## config.mk

```make
export PLATFORM = sky130hd
export DESIGN_NAME = i2c_sensor_sequencer_flat
export DESIGN_NICKNAME = d
export VERILOG_FILES = /design/src/rtl/i2c_sensor_sequencer_pkg.sv /design/src/rtl/i2c_sensor_sequencer_if.sv /design/src/rtl/i2c_sensor_sequencer_capture.sv /design/src/rtl/i2c_sensor_sequencer.sv /design/src/flat_wrapper.sv
export SDC_FILE = /design/constraint.sdc
export NUM_CORES = 1
export LEC_CHECK = 0
export BUFFER_PORTS_ARGS = -buffer_cell sky130_fd_sc_hd__buf_4
export CAP_MARGIN = 10
export CORE_ASPECT_RATIO = 0.5
export CORE_MARGIN = 10
export CORE_UTILIZATION = 25
export CTS_BUF_LIST = sky130_fd_sc_hd__clkbuf_16
export DETAILED_ROUTE_END_ITERATION = 8
export GPL_TIMING_DRIVEN = 0
export PLACE_DENSITY_LB_ADDON = 0.25
export SYNTH_ARGS = -nofsm -noshare
export SYNTH_HDL_FRONTEND = slang
export SYNTH_SLANG_ARGS = --single-unit
```

## constraint.sdc

```tcl
create_clock -name CLK -period 3.9 [get_ports CLK]
set_clock_uncertainty 0.05 [all_clocks]
set_input_delay 0.585 -clock CLK [delete_from_list [all_inputs] [get_ports CLK]]
set_output_delay 0.585 -clock CLK [all_outputs]
set_load 0.02 [all_outputs]
```

## src/rtl/i2c_sensor_sequencer_pkg.sv

```systemverilog
// Shared definitions for the I2C sensor sequencer slice.
// Contents:
//   seq_state_t  - sequencer FSM states
//   seq_op_t     - kind of transaction issued to the I2C master engine
//   IMU_INIT_*   - default configuration table for the IMU (entry 0 in the LSBs)
//   table_entry  - picks one byte out of a flat table of up to 8 entries
package i2c_seq_pkg;

  typedef enum logic [2:0] {
    ST_IDLE,
    ST_SETUP,
    ST_ARM,
    ST_ACTIVE,
    ST_GAP,
    ST_WAIT_TRIG,
    ST_FAULT
  } seq_state_t;

  typedef enum logic {
    OP_WRITE = 1'b0,
    OP_READ  = 1'b1
  } seq_op_t;

  // Entry 0 is PWR_MGMT_1 (0x6B) <= 0x00 (wake up), entry 1 is
  // GYRO_CONFIG (0x1B) <= 0x18 (full-scale range).
  localparam int                          IMU_INIT_LEN  = 2;
  localparam logic [IMU_INIT_LEN*8-1:0]   IMU_INIT_REGS = {8'h1B, 8'h6B};
  localparam logic [IMU_INIT_LEN*8-1:0]   IMU_INIT_VALS = {8'h18, 8'h00};

  function automatic logic [7:0] table_entry(input logic [63:0] flat, input logic [3:0] idx);
    return flat[{idx[2:0], 3'b000} +: 8];
  endfunction

endpackage

```

## src/rtl/i2c_sensor_sequencer_if.sv

```systemverilog
// Request interface between the sequencer and the I2C master engine.
// master modport: the sequencer side (drives address/size/enables/write data,
//                 receives read data, per-byte valid, NACK and BUSY).
// slave modport:  the engine side.
interface i2c_sensor_sequencer_if;

  logic [6:0] DEVICE_ADDR;
  logic [7:0] REG_ADDR;
  logic       READ_EN;
  logic [7:0] READ_SIZE;
  logic       WRITE_EN;
  logic [7:0] WRITE_DATA;
  logic [7:0] READ_DATA;
  logic       READ_VALID;
  logic       NACK;
  logic       BUSY;

  modport master (
    output DEVICE_ADDR, REG_ADDR, READ_EN, READ_SIZE, WRITE_EN, WRITE_DATA,
    input  READ_DATA, READ_VALID, NACK, BUSY
  );

  modport slave (
    input  DEVICE_ADDR, REG_ADDR, READ_EN, READ_SIZE, WRITE_EN, WRITE_DATA,
    output READ_DATA, READ_VALID, NACK, BUSY
  );

endinterface

```

## src/rtl/i2c_sensor_sequencer_capture.sv

```systemverilog
// Burst-read capture for the sensor sequencer.
// Detects rising edges of the engine's per-byte valid, stores each byte into
// a shadow buffer, and copies the shadow into the output bus on commit so
// downstream logic never sees a partial or failed burst.
// Ports:
//   CLK, RST    clock and synchronous active-high reset
//   clear       restart byte counter (new transaction being set up)
//   capture_en  a read transaction is in flight
//   read_valid  engine byte valid (high for a whole ACK bit period)
//   read_data   engine byte
//   commit      successful burst: publish shadow buffer
//   poll_data   last good burst, byte 0 in the LSBs
//   data_ready  one-cycle pulse coincident with a poll_data update
module i2c_seq_capture #(
  parameter int POLL_SIZE = 14
) (
  input  logic                   CLK,
  input  logic                   RST,
  input  logic                   clear,
  input  logic                   capture_en,
  input  logic                   read_valid,
  input  logic [7:0]             read_data,
  input  logic                   commit,
  output logic [POLL_SIZE*8-1:0] poll_data,
  output logic                   data_ready
);

  localparam int BW = $clog2(POLL_SIZE + 1);

  logic                   valid_d;
  logic [BW-1:0]          bcnt;
  logic [POLL_SIZE*8-1:0] shadow;

  // Bytes past POLL_SIZE are dropped rather than wrapping onto byte 0.
  always_ff @(posedge CLK) begin
    if (RST) begin
      valid_d <= 1'b0;
      bcnt    <= '0;
      shadow  <= '0;
    end else begin
      valid_d <= read_valid;
      if (clear) begin
        bcnt <= '0;
      end else if (capture_en && read_valid && !valid_d && (bcnt < BW'(POLL_SIZE))) begin
        for (int i = 0; i < POLL_SIZE; i++) begin
          if (bcnt == BW'(i)) shadow[i*8 +: 8] <= read_data;
        end
        bcnt <= bcnt + BW'(1);
      end
    end
  end

  always_ff @(posedge CLK) begin
    if (RST) begin
      poll_data  <= '0;
      data_ready <= 1'b0;
    end else begin
      data_ready <= commit;
      if (commit) poll_data <= shadow;
    end
  end

endmodule

```

## src/rtl/i2c_sensor_sequencer.sv

```systemverilog
// Autonomous sequencer owning the I2C master engine's request interface.
// After ENABLE it writes the configuration table one register per
// transaction, then burst-reads POLL_SIZE bytes from POLL_REG on each TRIG.
// Failed attempts (NACK or start timeout) are retried up to MAX_RETRY times
// and counted; exhausting retries parks the FSM in FAULT.
// Ports:
//   CLK, RST     clock and synchronous active-high reset
//   ENABLE       level: run init then polling; low returns to idle after
//                the current transaction
//   TRIG         single-cycle poll request
//   i2c          master-side request interface to the engine
//   POLL_DATA    last good burst, byte 0 in the LSBs
//   DATA_READY   one-cycle pulse when POLL_DATA updates
//   INIT_DONE    configuration table written; cleared in idle
//   ERROR        sticky fault; cleared in idle
//   OVERRUN      sticky: TRIG while a trigger was already pending
//   NACK_COUNT   saturating count of failed attempts, cleared by RST only
module i2c_sensor_sequencer
  import i2c_seq_pkg::*;
#(
  parameter logic [6:0]            DEV_ADDR      = 7'h68,
  parameter int                    INIT_LEN      = IMU_INIT_LEN,
  parameter logic [INIT_LEN*8-1:0] INIT_REGS     = IMU_INIT_REGS,
  parameter logic [INIT_LEN*8-1:0] INIT_VALS     = IMU_INIT_VALS,
  parameter logic [7:0]            POLL_REG      = 8'h3B,
  parameter int                    POLL_SIZE     = 14,
  parameter int                    MAX_RETRY     = 3,
  parameter int                    START_TIMEOUT = 64,
  parameter int                    GAP           = 8
) (
  input  logic                   CLK,
  input  logic                   RST,
  input  logic                   ENABLE,
  input  logic                   TRIG,
  i2c_sensor_sequencer_if.master i2c,
  output logic [POLL_SIZE*8-1:0] POLL_DATA,
  output logic                   DATA_READY,
  output logic                   INIT_DONE,
  output logic                   ERROR,
  output logic                   OVERRUN,
  output logic [7:0]             NACK_COUNT
);

  seq_state_t state, state_nxt;
  seq_op_t    op, op_nxt;
  logic [3:0]  idx, idx_nxt;
  logic [7:0]  retry, retry_nxt;
  logic [15:0] tmo, tmo_nxt;
  logic [15:0] gap_cnt, gap_cnt_nxt;
  logic        failed, failed_nxt;
  logic        pending, pending_nxt;
  logic        overrun, overrun_nxt;
  logic        error, error_nxt;
  logic        init_done, init_done_nxt;
  logic [7:0]  nack_count, nack_count_nxt;
  logic [7:0]  reg_addr, reg_addr_nxt;
  logic [7:0]  write_data, write_data_nxt;
  logic        commit;
  logic        fail_now;
  logic        consume;
  logic        in_flight;

  assign i2c.DEVICE_ADDR = DEV_ADDR;
  assign i2c.READ_SIZE   = 8'(POLL_SIZE);
  assign i2c.REG_ADDR    = reg_addr;
  assign i2c.WRITE_DATA  = write_data;

  // Enables are decoded from the state register, so a reset drops both on
  // the very next edge and only one can ever be high.
  assign in_flight    = (state == ST_ARM) || (state == ST_ACTIVE);
  assign i2c.WRITE_EN = in_flight && (op == OP_WRITE);
  assign i2c.READ_EN  = in_flight && (op == OP_READ);

  assign INIT_DONE  = init_done;
  assign ERROR      = error;
  assign OVERRUN    = overrun;
  assign NACK_COUNT = nack_count;

  always_ff @(posedge CLK) begin
    if (RST) begin
      state      <= ST_IDLE;
      op         <= OP_WRITE;
      idx        <= '0;
      retry      <= '0;
      tmo        <= '0;
      gap_cnt    <= '0;
      failed     <= 1'b0;
      pending    <= 1'b0;
      overrun    <= 1'b0;
      error      <= 1'b0;
      init_done  <= 1'b0;
      nack_count <= '0;
      reg_addr   <= '0;
      write_data <= '0;
    end else begin
      state      <= state_nxt;
      op         <= op_nxt;
      idx        <= idx_nxt;
      retry      <= retry_nxt;
      tmo        <= tmo_nxt;
      gap_cnt    <= gap_cnt_nxt;
      failed     <= failed_nxt;
      pending    <= pending_nxt;
      overrun    <= overrun_nxt;
      error      <= error_nxt;
      init_done  <= init_done_nxt;
      nack_count <= nack_count_nxt;
      reg_addr   <= reg_addr_nxt;
      write_data <= write_data_nxt;
    end
  end

  // Next-state logic. Dispatch decisions are made on the last GAP cycle.
  // The request registers are loaded on entry to SETUP so they are already
  // valid throughout SETUP, one cycle ahead of the enable rising in ARM.
  always_comb begin
    state_nxt      = state;
    op_nxt         = op;
    idx_nxt        = idx;
    retry_nxt      = retry;
    tmo_nxt        = tmo;
    gap_cnt_nxt    = gap_cnt;
    failed_nxt     = failed;
    pending_nxt    = pending;
    overrun_nxt    = overrun;
    error_nxt      = error;
    init_done_nxt  = init_done;
    nack_count_nxt = nack_count;
    reg_addr_nxt   = reg_addr;
    write_data_nxt = write_data;
    commit         = 1'b0;
    fail_now       = 1'b0;
    consume        = 1'b0;

    case (state)
      ST_IDLE: begin
        init_done_nxt = 1'b0;
        error_nxt     = 1'b0;
        overrun_nxt   = 1'b0;
        pending_nxt   = 1'b0;
        if (ENABLE) begin
          idx_nxt   = '0;
          retry_nxt = '0;
          state_nxt = ST_SETUP;
        end
      end

      ST_SETUP: begin
        tmo_nxt   = '0;
        state_nxt = ST_ARM;
      end

      ST_ARM: begin
        if (i2c.BUSY) begin
          state_nxt = ST_ACTIVE;
        end else if (tmo == 16'(START_TIMEOUT - 1)) begin
          fail_now    = 1'b1;
          failed_nxt  = 1'b1;
          gap_cnt_nxt = '0;
          state_nxt   = ST_GAP;
        end else begin
          tmo_nxt = tmo + 16'd1;
        end
      end

      ST_ACTIVE: begin
        if (!i2c.BUSY) begin
          fail_now    = i2c.NACK;
          failed_nxt  = i2c.NACK;
          gap_cnt_nxt = '0;
          state_nxt   = ST_GAP;
        end
      end

      ST_GAP: begin
        if (gap_cnt == 16'(GAP - 1)) begin
          if (!ENABLE) begin
            state_nxt = ST_IDLE;
          end else if (failed) begin
            if (retry < 8'(MAX_RETRY)) begin
              retry_nxt = retry + 8'd1;
              state_nxt = ST_SETUP;
            end else begin
              state_nxt = ST_FAULT;
            end
          end else if (op == OP_WRITE) begin
            idx_nxt   = idx + 4'd1;
            retry_nxt = '0;
            if (idx + 4'd1 == 4'(INIT_LEN)) begin
              init_done_nxt = 1'b1;
              state_nxt     = ST_WAIT_TRIG;
            end else begin
              state_nxt = ST_SETUP;
            end
          end else begin
            commit    = 1'b1;
            state_nxt = ST_WAIT_TRIG;
          end
        end else begin
          gap_cnt_nxt = gap_cnt + 16'd1;
        end
      end

      ST_WAIT_TRIG: begin
        if (!ENABLE) begin
          state_nxt = ST_IDLE;
        end else if (pending) begin
          consume     = 1'b1;
          pending_nxt = 1'b0;
          retry_nxt   = '0;
          state_nxt   = ST_SETUP;
        end
      end

      ST_FAULT: begin
        error_nxt = 1'b1;
        if (!ENABLE) state_nxt = ST_IDLE;
      end

      default: state_nxt = ST_IDLE;
    endcase

    if (fail_now && (nack_count != 8'hFF)) nack_count_nxt = nack_count + 8'd1;

    // A trigger landing on the cycle the flag is consumed simply re-arms it.
    if (TRIG && (state != ST_IDLE) && (state != ST_FAULT)) begin
      if (pending && !consume) overrun_nxt = 1'b1;
      pending_nxt = 1'b1;
    end

    if ((state_nxt == ST_SETUP) && (state != ST_SETUP)) begin
      if (init_done_nxt) begin
        op_nxt         = OP_READ;
        reg_addr_nxt   = POLL_REG;
        write_data_nxt = 8'h00;
      end else begin
        op_nxt         = OP_WRITE;
        reg_addr_nxt   = table_entry(64'(INIT_REGS), idx_nxt);
        write_data_nxt = table_entry(64'(INIT_VALS), idx_nxt);
      end
    end
  end

  i2c_seq_capture #(
    .POLL_SIZE (POLL_SIZE)
  ) u_capture (
    .CLK        (CLK),
    .RST        (RST),
    .clear      (state == ST_SETUP),
    .capture_en (i2c.READ_EN),
    .read_valid (i2c.READ_VALID),
    .read_data  (i2c.READ_DATA),
    .commit     (commit),
    .poll_data  (POLL_DATA),
    .data_ready (DATA_READY)
  );

endmodule

```

## src/flat_wrapper.sv

```systemverilog
// flat-port wrapper written by rule: the top's interface ports become plain ports
module i2c_sensor_sequencer_flat import i2c_seq_pkg::*;
#(
  parameter logic [6:0]            DEV_ADDR      = 7'h68,
  parameter int                    INIT_LEN      = IMU_INIT_LEN,
  parameter logic [INIT_LEN*8-1:0] INIT_REGS     = IMU_INIT_REGS,
  parameter logic [INIT_LEN*8-1:0] INIT_VALS     = IMU_INIT_VALS,
  parameter logic [7:0]            POLL_REG      = 8'h3B,
  parameter int                    POLL_SIZE     = 14,
  parameter int                    MAX_RETRY     = 3,
  parameter int                    START_TIMEOUT = 64,
  parameter int                    GAP           = 8
)
  (CLK, RST, ENABLE, TRIG, POLL_DATA, DATA_READY, INIT_DONE, ERROR, OVERRUN, NACK_COUNT, i2c_DEVICE_ADDR, i2c_REG_ADDR, i2c_READ_EN, i2c_READ_SIZE, i2c_WRITE_EN, i2c_WRITE_DATA, i2c_READ_DATA, i2c_READ_VALID, i2c_NACK, i2c_BUSY);
  i2c_sensor_sequencer_if i2c_i ();
  input  logic CLK;
  input  logic RST;
  input  logic ENABLE;
  input  logic TRIG;
  output logic [POLL_SIZE*8-1:0] POLL_DATA;
  output logic DATA_READY;
  output logic INIT_DONE;
  output logic ERROR;
  output logic OVERRUN;
  output logic [7:0] NACK_COUNT;
  output wire logic [$bits(i2c_i.DEVICE_ADDR)-1:0] i2c_DEVICE_ADDR;
  output wire logic [$bits(i2c_i.REG_ADDR)-1:0] i2c_REG_ADDR;
  output wire logic [$bits(i2c_i.READ_EN)-1:0] i2c_READ_EN;
  output wire logic [$bits(i2c_i.READ_SIZE)-1:0] i2c_READ_SIZE;
  output wire logic [$bits(i2c_i.WRITE_EN)-1:0] i2c_WRITE_EN;
  output wire logic [$bits(i2c_i.WRITE_DATA)-1:0] i2c_WRITE_DATA;
  input wire logic [$bits(i2c_i.READ_DATA)-1:0] i2c_READ_DATA;
  input wire logic [$bits(i2c_i.READ_VALID)-1:0] i2c_READ_VALID;
  input wire logic [$bits(i2c_i.NACK)-1:0] i2c_NACK;
  input wire logic [$bits(i2c_i.BUSY)-1:0] i2c_BUSY;
  assign i2c_DEVICE_ADDR = i2c_i.DEVICE_ADDR;
  assign i2c_REG_ADDR = i2c_i.REG_ADDR;
  assign i2c_READ_EN = i2c_i.READ_EN;
  assign i2c_READ_SIZE = i2c_i.READ_SIZE;
  assign i2c_WRITE_EN = i2c_i.WRITE_EN;
  assign i2c_WRITE_DATA = i2c_i.WRITE_DATA;
  assign i2c_i.READ_DATA = i2c_READ_DATA;
  assign i2c_i.READ_VALID = i2c_READ_VALID;
  assign i2c_i.NACK = i2c_NACK;
  assign i2c_i.BUSY = i2c_BUSY;
  i2c_sensor_sequencer #(.DEV_ADDR(DEV_ADDR), .INIT_LEN(INIT_LEN), .INIT_REGS(INIT_REGS), .INIT_VALS(INIT_VALS), .POLL_REG(POLL_REG), .POLL_SIZE(POLL_SIZE), .MAX_RETRY(MAX_RETRY), .START_TIMEOUT(START_TIMEOUT), .GAP(GAP)) u_core (.CLK(CLK), .RST(RST), .ENABLE(ENABLE), .TRIG(TRIG), .i2c(i2c_i), .POLL_DATA(POLL_DATA), .DATA_READY(DATA_READY), .INIT_DONE(INIT_DONE), .ERROR(ERROR), .OVERRUN(OVERRUN), .NACK_COUNT(NACK_COUNT));
endmodule
```

-- Word-level counts from Yosys, hierarchy flattened
Index checks and enable logic that the tools add are counted.
- latch bits: 0
- RAM bits: 0
- bits of input ports: 15
- logic and storage cells: 199
- output and inout port bits: 157
- memories kept: 0
- flip-flop bits (word level): 307
- bits in read-only memories: 0
- shifts and indexed selects: 2
- bitwise logic cells: 2
- eq/ne operators: 41
- div/mod/pow operators: 0
- $add $sub $neg: 6
- $lt $le $gt $ge: 2
- mux-type cells: 69
- $mul: 0
- reductions and logical operators: 44
- operator list (cell ; number):
    $shiftx 64x7->8 const A ; 2
    $mux 16 ; 6
    $mux 8 ; 10
    $pmux 16 s3 ; 1
    $reduce_and 3->1 ; 15
    $mux 3 ; 13
    $add 16x1->16 const B ; 2
    $pmux 16 s2 ; 1
    $mux 1 ; 25
    $eq 4x4->1 const B ; 6
    $pmux 8 s3 ; 1
    $pmux 3 s7 ; 1
    $mux 4 ; 5
    $ne 2x2->1 const B ; 10
    $add 8x1->8 const B ; 2
    $eq 16x3->1 const B ; 1
    $eq 16x6->1 const B ; 1
    $eq 4x3->1 const B ; 4
    $eq 4x2->1 const B ; 3
    $reduce_bool 3->1 ; 4
    $logic_and 1x1->1 ; 10
    $pmux 1 s2 ; 5
    $eq 3x3->1 const B ; 3
    $ne 3x3->1 const B ; 3
    23 further kinds ; 32

-- Logic depth before layout (Yosys ltp)
Gate-level depths: netlist of the first run.
- depth after elaboration: 10
- mapped depth: 10

-- Cells and area by module
From an unflattened synthesis of the first run, not the netlist that was laid out.
- cell total of the unflattened synthesis: 1210
- area total of the unflattened synthesis: 12251.8 um^2
- by module, submodules not included (module ; sequential area each (um^2) ; area an instance (um^2) ; times used ; cells an instance):
    i2c_seq_capture ; 4604.4 ; 8740.9 ; 1 ; 782
    i2c_sensor_sequencer ; 1321.3 ; 3510.9 ; 1 ; 428

-- Least setup slack after synthesis of the first run
Ideal clock, no wire load.
- path kind: register -> register
- start: register u_core.tmo[0]
- end: register u_core.tmo[11]
- clock period less this slack: 2.270 ns
- data required time: 3.734 ns
- path slack: 1.630 ns
- arrival: 2.104 ns
- path buffers: 1
- cell stages (with the launch flop): 9
- cell sequence: dfxtp_1 > ha_1 > nor4bb_1 > and4_1 > o31a_1 > buf_2 > nor4_4 > a31oi_1 > a41o_1
- word-level cells in the longest chain between the ends: 4
- ends and longest elaborated chain (what ; RTL line ; text):
    from (decl) ; i2c_sensor_sequencer.sv:48 ; logic [15:0] tmo, tmo_nxt;
    from (signal assigned) ; i2c_sensor_sequencer.sv:100 ; tmo <= tmo_nxt;
    $add 16x1->16 ; i2c_sensor_sequencer.sv:162 ; tmo_nxt = tmo + 16'd1;
    $mux 16 ; i2c_sensor_sequencer.sv:156 ; end else if (tmo == 16'(START_TIMEOUT - 1)) begin
    $mux 16 ; i2c_sensor_sequencer.sv:154 ; if (i2c.BUSY) begin
    $pmux 16 s2 ; i2c_sensor_sequencer.sv:135 ; case (state)
Several ways; a longest one is shown, not always the timed one. The select of a mux whose other input is x is not followed.
A chain may end at the register's enable or synchronous reset.

-- Final worst setup path of the first run
- start: register u_core.gap_cnt[0]
- end: register u_core.u_capture.poll_data[110]
- word-level cells in the longest chain between the ends: 3
- ends and longest elaborated chain (what ; RTL line ; text):
    from (decl) ; i2c_sensor_sequencer.sv:49 ; logic [15:0] gap_cnt, gap_cnt_nxt;
    from (signal assigned) ; i2c_sensor_sequencer.sv:101 ; gap_cnt <= gap_cnt_nxt;
    $eq 16x3->1 ; i2c_sensor_sequencer.sv:176 ; if (gap_cnt == 16'(GAP - 1)) begin
    $mux 1 ; i2c_sensor_sequencer.sv:176 ;
    $mux 1 ; i2c_sensor_sequencer.sv:135 ;
    to (signal assigned) ; i2c_sensor_sequencer_capture.sv:59 ; if (commit) poll_data <= shadow;
    to (decl) ; i2c_sensor_sequencer_capture.sv:24 ; output logic [POLL_SIZE*8-1:0] poll_data,
No other way between the ends.

==> results of run 1 <==
## final cells by class
type | count | area (sq um)
tap | 638 | 798
timing repair buffer | 147 | 1100
clock inverter | 23 | 216
fill | 5054 | 32000
clock buffer | 30 | 751
inverter | 12 | 45.0
multi-input combinational | 1035 | 5310
sequential | 296 | 5930
buffer | 124 | 582
## metal layers
| layer | track usage, % | wire (um) | vias to the layer above |
|---|---|---|---|
| met2 | 23.3 | 19200 | 161 |
| met3 | 2.03 | 1530 | 40 |
| met4 | 2.28 | 537 | 0 |
| met1 | 15.5 | 16500 | 4879 |
| met5 | 0 | 0 | - |
| li1 | - | - | 5291 |
## power groups by stage
stage / sequential (uW) / combinational [uW] / clock, uW
2_1_floorplan: 3130 / 238 / 0
3_3_place_gp: 3130 / 383 / 0
3_5_place_dp: 3130 / 383 / 0
4_1_cts: 3060 / 385 / 2950
5_1_grt: 3060 / 418 / 3080
6_report: 3060 / 384 / 2890
## sequential cells by signal (all words and copies together), names as in the netlist, 3 cells and up
signal                      cells
u_core.gap_cnt                 16
u_core.u_capture.poll_data    112
u_core.state                    3
u_core.u_capture.shadow       112
u_core.u_capture.bcnt           4
u_core.retry                    8
u_core.NACK_COUNT               8
u_core.i2c.REG_ADDR             4
u_core.idx                      4
u_core.tmo                     16
## synthesized netlist by cell type, drive strengths merged, types with 3 or more instances
master  number
and4         3
and3        15
nand3      116
inv         12
o21a         5
xor2         6
dfxtp      296
nand2      367
o311ai       3
clkbuf      80
nor4b        4
a21o         5
nor4        10
buf         44
or2          3
nand2b       6
a41oi        5
or4          5
o211ai       4
or3          5
nor2        76
nor3b        5
mux2i       20
a41o         5
a21oi      232
ha          10
nor3        13
nand4b       3
a31oi        9
nand4       10
xnor2       17
a311oi       6
o21ai       16
nor2b        6
## worst min-delay path by stage
stage | slack [ns] | end | start
floorplan | 0.39 | u_core.u_capture.poll_data[100] | u_core.u_capture.shadow[100]
global placement | 0.39 | u_core.u_capture.poll_data[28] | u_core.u_capture.poll_data[28]
detailed placement | 0.40 | u_core.u_capture.poll_data[65] | u_core.u_capture.poll_data[65]
CTS | 0.20 | u_core.u_capture.valid_d | i2c_READ_VALID
global route | 0.20 | u_core.u_capture.valid_d | i2c_READ_VALID
finish | 0.21 | u_core.u_capture.valid_d | i2c_READ_VALID
## worst register-to-register path, cell delays in order, from the launching register on
cell and delay [ns]:
dfxtp_1 0.38, ha_1 0.30, nor4b_2 0.33, and4_1 0.24, buf_2 0.22, and3_1 0.21
clkbuf_1 0.23, buf_2 0.40, buf_2 0.31, nand2_1 0.12, a21oi_1 0.14
## through the flow
step | area (sq um) | setup slack [ns] | utilization, %
after CTS | 14700 | 0.860 | 31.5
after global placement | 13800 | 0.897 | 29.5
after global routing | 14700 | 0.666 | 31.5
after detailed placement | 13800 | 0.890 | 29.5
after floorplan | 11900 | 1.63 | -
final | 14700 | 0.889 | 31.5
## logic make-up (layout without fill, tap and decap cells)
group / after synthesis / in the layout / synth area share [%]
buffers and inverters: 136 / 336 / 5.32
DFF: 296 / 296 / 50.3
other: 2 / 23 / 0.0637
and+or+nand+nor: 653 / 653 / 25.0
adders and majority gates: 10 / 10 / 1.06
xor gates and xnor gates: 23 / 23 / 1.71
AOI/OAI and AO/OA: 305 / 305 / 14.7
muxes: 21 / 21 / 1.79
==> impl_metrics.py, run 1 <==
metrics = {
    "run_status": {
        "status": "finished clean",
    },
    "pwr": {
        "power_frac_clock_pct": 45.6,
        "ir_drop_mv": 0.283,
        "powerDensity_mw_per_mm2": 430,
        "seqPwrFrac_pct": 48.3,
        "power.internal_uw": 4810,
        "pwr-share-comb_pct": 6.1,
        "p_sw_share_pct": 24.1,
        "p_leak_uw": 0.00539,
        "p_switching_uw": 1530,
        "power_uw": 6340,
    },
    "critical_path": {
        "r2r_start": "u_core.gap_cnt[0]",
        "reg2reg_depth": 10,
        "critPathArrivalTime_ns": 3.45,
        "cp_top_family": "buffers and inverters",
        "r2r_setup_slack_ns": 0.89,
        "critPathCaptureType": "flop",
        "crit_path_end": "u_core.u_capture.poll_data[110]",
        "crit_path_max_incr_delay_ns": 0.40,
        "critPathLaunch": "u_core.gap_cnt[0]",
        "worstPathCellList": "ha_1, nor4b_2, and4_1, buf_2, and3_1, clkbuf_1, buf_2, buf_2, nand2_1, a21oi_1",
        "critPathKind": "flop to flop",
        "worst-path-stages": 10,
        "cp_num_buf_inv": 4,
        "rr_endpoint": "u_core.u_capture.poll_data[110]",
        "critical_path_required_ns": 4.34,
        "path_common_cell": "buf_2",
        "crit_slowest_cell": "buf_2",
        "cp_max_fo": 10,
        "cp-start-kind": "flop",
    },
    "grt": {
        "antenna_found_initial": 0,
        "grt.overflow.total": 0,
        "grt_pass1_wl_um": 58400,
        "track_usage_pct": 12.7,
        "grt_pass1_vias": 10100,
        "grt_max_degree": 16,
    },
    "final_layout": {
        "final_nets": 1671,
        "layout_common_cells": "367 x nand2_1, 296 x dfxtp_1, 232 x a21oi_1",
        "final_common_cell": "nand2_1",
        "finalNonFillerCells": 2305,
        "diodes": 0,
        "area_growth_pct": 25.0,
        "drive_gt1_share_pct": 15.1,
    },
    "sta": {
        "finalSetupTns_ns": 0,
        "fmax_mhz": 332,
        "setup_viol": 0,
        "drv_slew": 0,
        "worst_hold_slack_ns": 0.210,
        "post-route-period-util_pct": 77.2,
        "max-slew-margin-rel_pct": 32.5,
        "rsz0062_at_grt": "false",
        "finalHoldViolCount": 0,
        "worst_pin_slew_ns": 1.01,
        "min_period_ns": 3.01,
    },
    "floorplan": {
        "row_count": 56,
        "die_h_um": 174,
        "io_pins": 172,
        "start_util_pct": 25.2,
        "die_w_um": 327,
        "die_area_sq_mm": 0.0568,
        "core-area_sq_mm": 0.0467,
    },
    "cts": {
        "ctsResizeCount": 0,
        "cts_root_buffer": "clkbuf_16",
        "cts_tree": "done",
        "h-tree-depth": 1,
        "cts_setup_buffers": 0,
        "postCtsHoldBufs": 0,
        "cts_made_buffers": 30,
        "clockBufferDepth": 3,
        "cts.sinks": 296,
        "cts.clk_slew.worst_paths_ns": 0.06,
        "clock_latency_ns": 0.58,
    },
    "logic_synthesis": {
        "ys.flop_type": "dfxtp_1",
        "yosysTopAreaCell": "dfxtp_1",
        "synth_edf_count": 0,
        "syn_inst": 1446,
        "synthTopCellsByArea": "dfxtp_1 50%, nand2_1 12%, a21oi_1 9.9%",
        "synth-seq-cells": 296,
        "synthArstFlopShare_pct": 0,
        "yosysWarnings": 0,
        "synth_cell_types": 68,
        "synth-seq-area-share_pct": 50.3,
        "synth.top_cell.area_share_pct": 50.3,
        "synth_area_sq_mm": 0.0118,
        "synth.avg_cell_area_sq_um": 8.15,
    },
    "run": {
        "maxCapViolCount": 0,
    },
    "drt": {
        "drc": 0,
        "wl_per_cell_um": 16.4,
        "wl_um": 37800,
        "vias_per_cell": 4.50,
        "antenna_left": 0,
        "drtIter0Drc": 687,
        "num_vias": 10400,
        "first_pass_iters": 5,
    },
    "hold_path": {
        "worst_hold_path.num_cells": 2,
        "hold_path_class": "input pin to flop",
    },
    "placed_design": {
        "dp.cells": 2252,
        "portBuffers": 147,
        "place_congestion": 0.799,
        "dp_hpwl_um": 27400,
    },
}
No activity file was read; power rests on OpenSTA's default activity.
==> run 2: changes to the inputs <==
- clock period: 3.9 -> 2.61 ns (I/O delays scaled with it)
==> run 2 against run 1 <==
Effect of this change:
- non-clock buffer count grew 6
- fmax rose by 21%
- worst setup slack lost 0.76 ns
- hold slack worse by 0.19 ns
- cell count up 0.26%
- via count increased by 0.84%
- core utilization rose by 0.36 points
- combinational power up 50%
- critical endpoint is now u_core.i2c.REG_ADDR[5]
- largest power group unchanged
- highest routed layer unchanged
==> impl_metrics.py, run 2 (same netlist as run 1, synthesis figures left out) <==
metrics = {
    "floorplan": {
        "die_h_um": 174,
        "start_util_pct": 25.2,
        "row_count": 56,
        "io_pins": 172,
        "core-area_sq_mm": 0.0467,
        "die_w_um": 327,
        "die_area_sq_mm": 0.0568,
    },
    "run_status": {
        "status": "finished clean",
    },
    "final_layout": {
        "final_common_cell": "nand2_1",
        "drive_gt1_share_pct": 16.4,
        "top_regs": "u_core.u_capture.poll_data x112, u_core.u_capture.shadow x112",
        "finalNonFillerCells": 2311,
        "final_nets": 1677,
        "area_growth_pct": 26.5,
        "postLayoutCellArea_sq_mm": 0.0149,
        "diodes": 0,
        "layout_common_cells": "367 x nand2_1, 295 x dfxtp_1, 231 x a21oi_1",
    },
    "grt": {
        "track_usage_pct": 12.7,
        "antenna_found_initial": 0,
        "grt_max_degree": 16,
        "grt_pass1_wl_um": 58300,
        "grt.overflow.total": 0,
        "grt_pass1_vias": 10100,
    },
    "critical_path": {
        "r2r_setup_slack_ns": 0.13,
        "cp-start-kind": "flop",
        "critPathCaptureType": "flop",
        "critical_path_required_ns": 2.97,
        "critPathArrivalTime_ns": 2.84,
        "critPathKind": "flop to flop",
        "cp_max_fo": 4,
    },
    "cts": {
        "cts_root_buffer": "clkbuf_16",
        "h-tree-depth": 1,
        "cts.clk_slew.worst_paths_ns": 0.06,
        "cts_made_buffers": 30,
        "clock_latency_ns": 0.58,
        "clockBufferDepth": 3,
        "cts.sinks": 296,
        "cts_tree": "done",
    },
    "placed_design": {
        "place_congestion": 0.799,
        "dp_hpwl_um": 27400,
        "dp.cells": 2252,
        "postPlaceCellArea_sq_mm": 0.0138,
        "portBuffers": 147,
    },
    "drt": {
        "drtIter0Drc": 699,
        "first_pass_iters": 5,
        "vias_per_cell": 4.53,
        "wl_um": 37900,
        "wl_per_cell_um": 16.4,
        "num_vias": 10500,
        "antenna_left": 0,
        "drc": 0,
    },
    "sta": {
        "worst_pin_slew_ns": 1.02,
        "setup_viol": 0,
        "drv_slew": 0,
        "finalSetupTns_ns": 0,
        "fmax_mhz": 403,
        "post-route-period-util_pct": 95.2,
        "rsz0062_at_grt": "false",
        "max-slew-margin-rel_pct": 32.2,
        "min_period_ns": 2.48,
        "finalHoldViolCount": 0,
        "worst_hold_slack_ns": 0.0188,
    },
    "pwr": {
        "ir_drop_mv": 0.424,
        "p_leak_uw": 0.00544,
        "powerDensity_mw_per_mm2": 635,
        "power_uw": 9460,
    },
    "hold_path": {
        "hold_path_class": "input pin to flop",
    },
    "run": {
        "maxCapViolCount": 0,
    },
}
run 2: final cells by class:
class / count / area [sq um]
buffer: 123 / 602
clock buffer: 30 / 751
clock inverter: 23 / 216
fill: 5048 / 31800
inverter: 12 / 45.0
multi-input combinational: 1035 / 5380
sequential: 296 / 5930
tap: 638 / 798
timing repair buffer: 154 / 1180
run 2: report_power, final:
| group | leakage, uW | internal (uW) | switching (uW) | total [uW] |
|---|---|---|---|---|
| sequential | 0.00239 | 4540 | 29.8 | 4570 |
| clock | 0.000500 | 2470 | 1840 | 4320 |
| combinational | 0.00255 | 169 | 406 | 575 |
| total | 0.00544 | 7190 | 2280 | 9460 |
run 2: worst paths after layout:
kind	startpoint	cells after the start	to
max reg2reg	u_core.retry[0]	7	u_core.i2c.REG_ADDR[5]
min	i2c_READ_VALID	2	u_core.u_capture.valid_d
max	u_core.retry[0]	7	u_core.i2c.REG_ADDR[5]
min reg2reg	u_core.u_capture.poll_data[65]	2	u_core.u_capture.poll_data[65]
run 2: per-stage QoR:
step	setup slack (ns)	util, %
finish	0.126	31.9
global route	0.00751	31.9
CTS	0.000964	31.6
detailed placement	-0.400	29.5
global placement	-0.393	29.5
floorplan	0.340	-
run 2: worst max-delay path: stages, from the launching register on:
cell and delay [ns]:
dfxtp_1 0.33, ha_1 0.23, or4_4 0.44, o41a_1 0.39
o21a_1 0.23, o21a_1 0.21, nor3_2 0.27, a311oi_1 0.16
run 2: repair_timing:
| action | CTS | global route |
|---|---|---|
| pin swaps | 1 | 6 |
| setup buffers | 0 | 7 |
| gates resized for setup | 7 | 24 |
| hold buffers | 0 | 0 |
| setup endpoints to repair | 115 | 224 |
| gates cloned | 0 | 0 |
run 2: layer usage:
metal | share of wire, % | wire [um] | vias to the layer above | global-route usage (%)
met2 | 51 | 19400 | 187 | 23.3
met5 | 0 | 0 | - | 0
li1 | - | - | 5307 | -
met1 | 44 | 16500 | 4925 | 15.5
met4 | 1.4 | 537 | 0 | 2.28
met3 | 3.9 | 1480 | 39 | 2.03
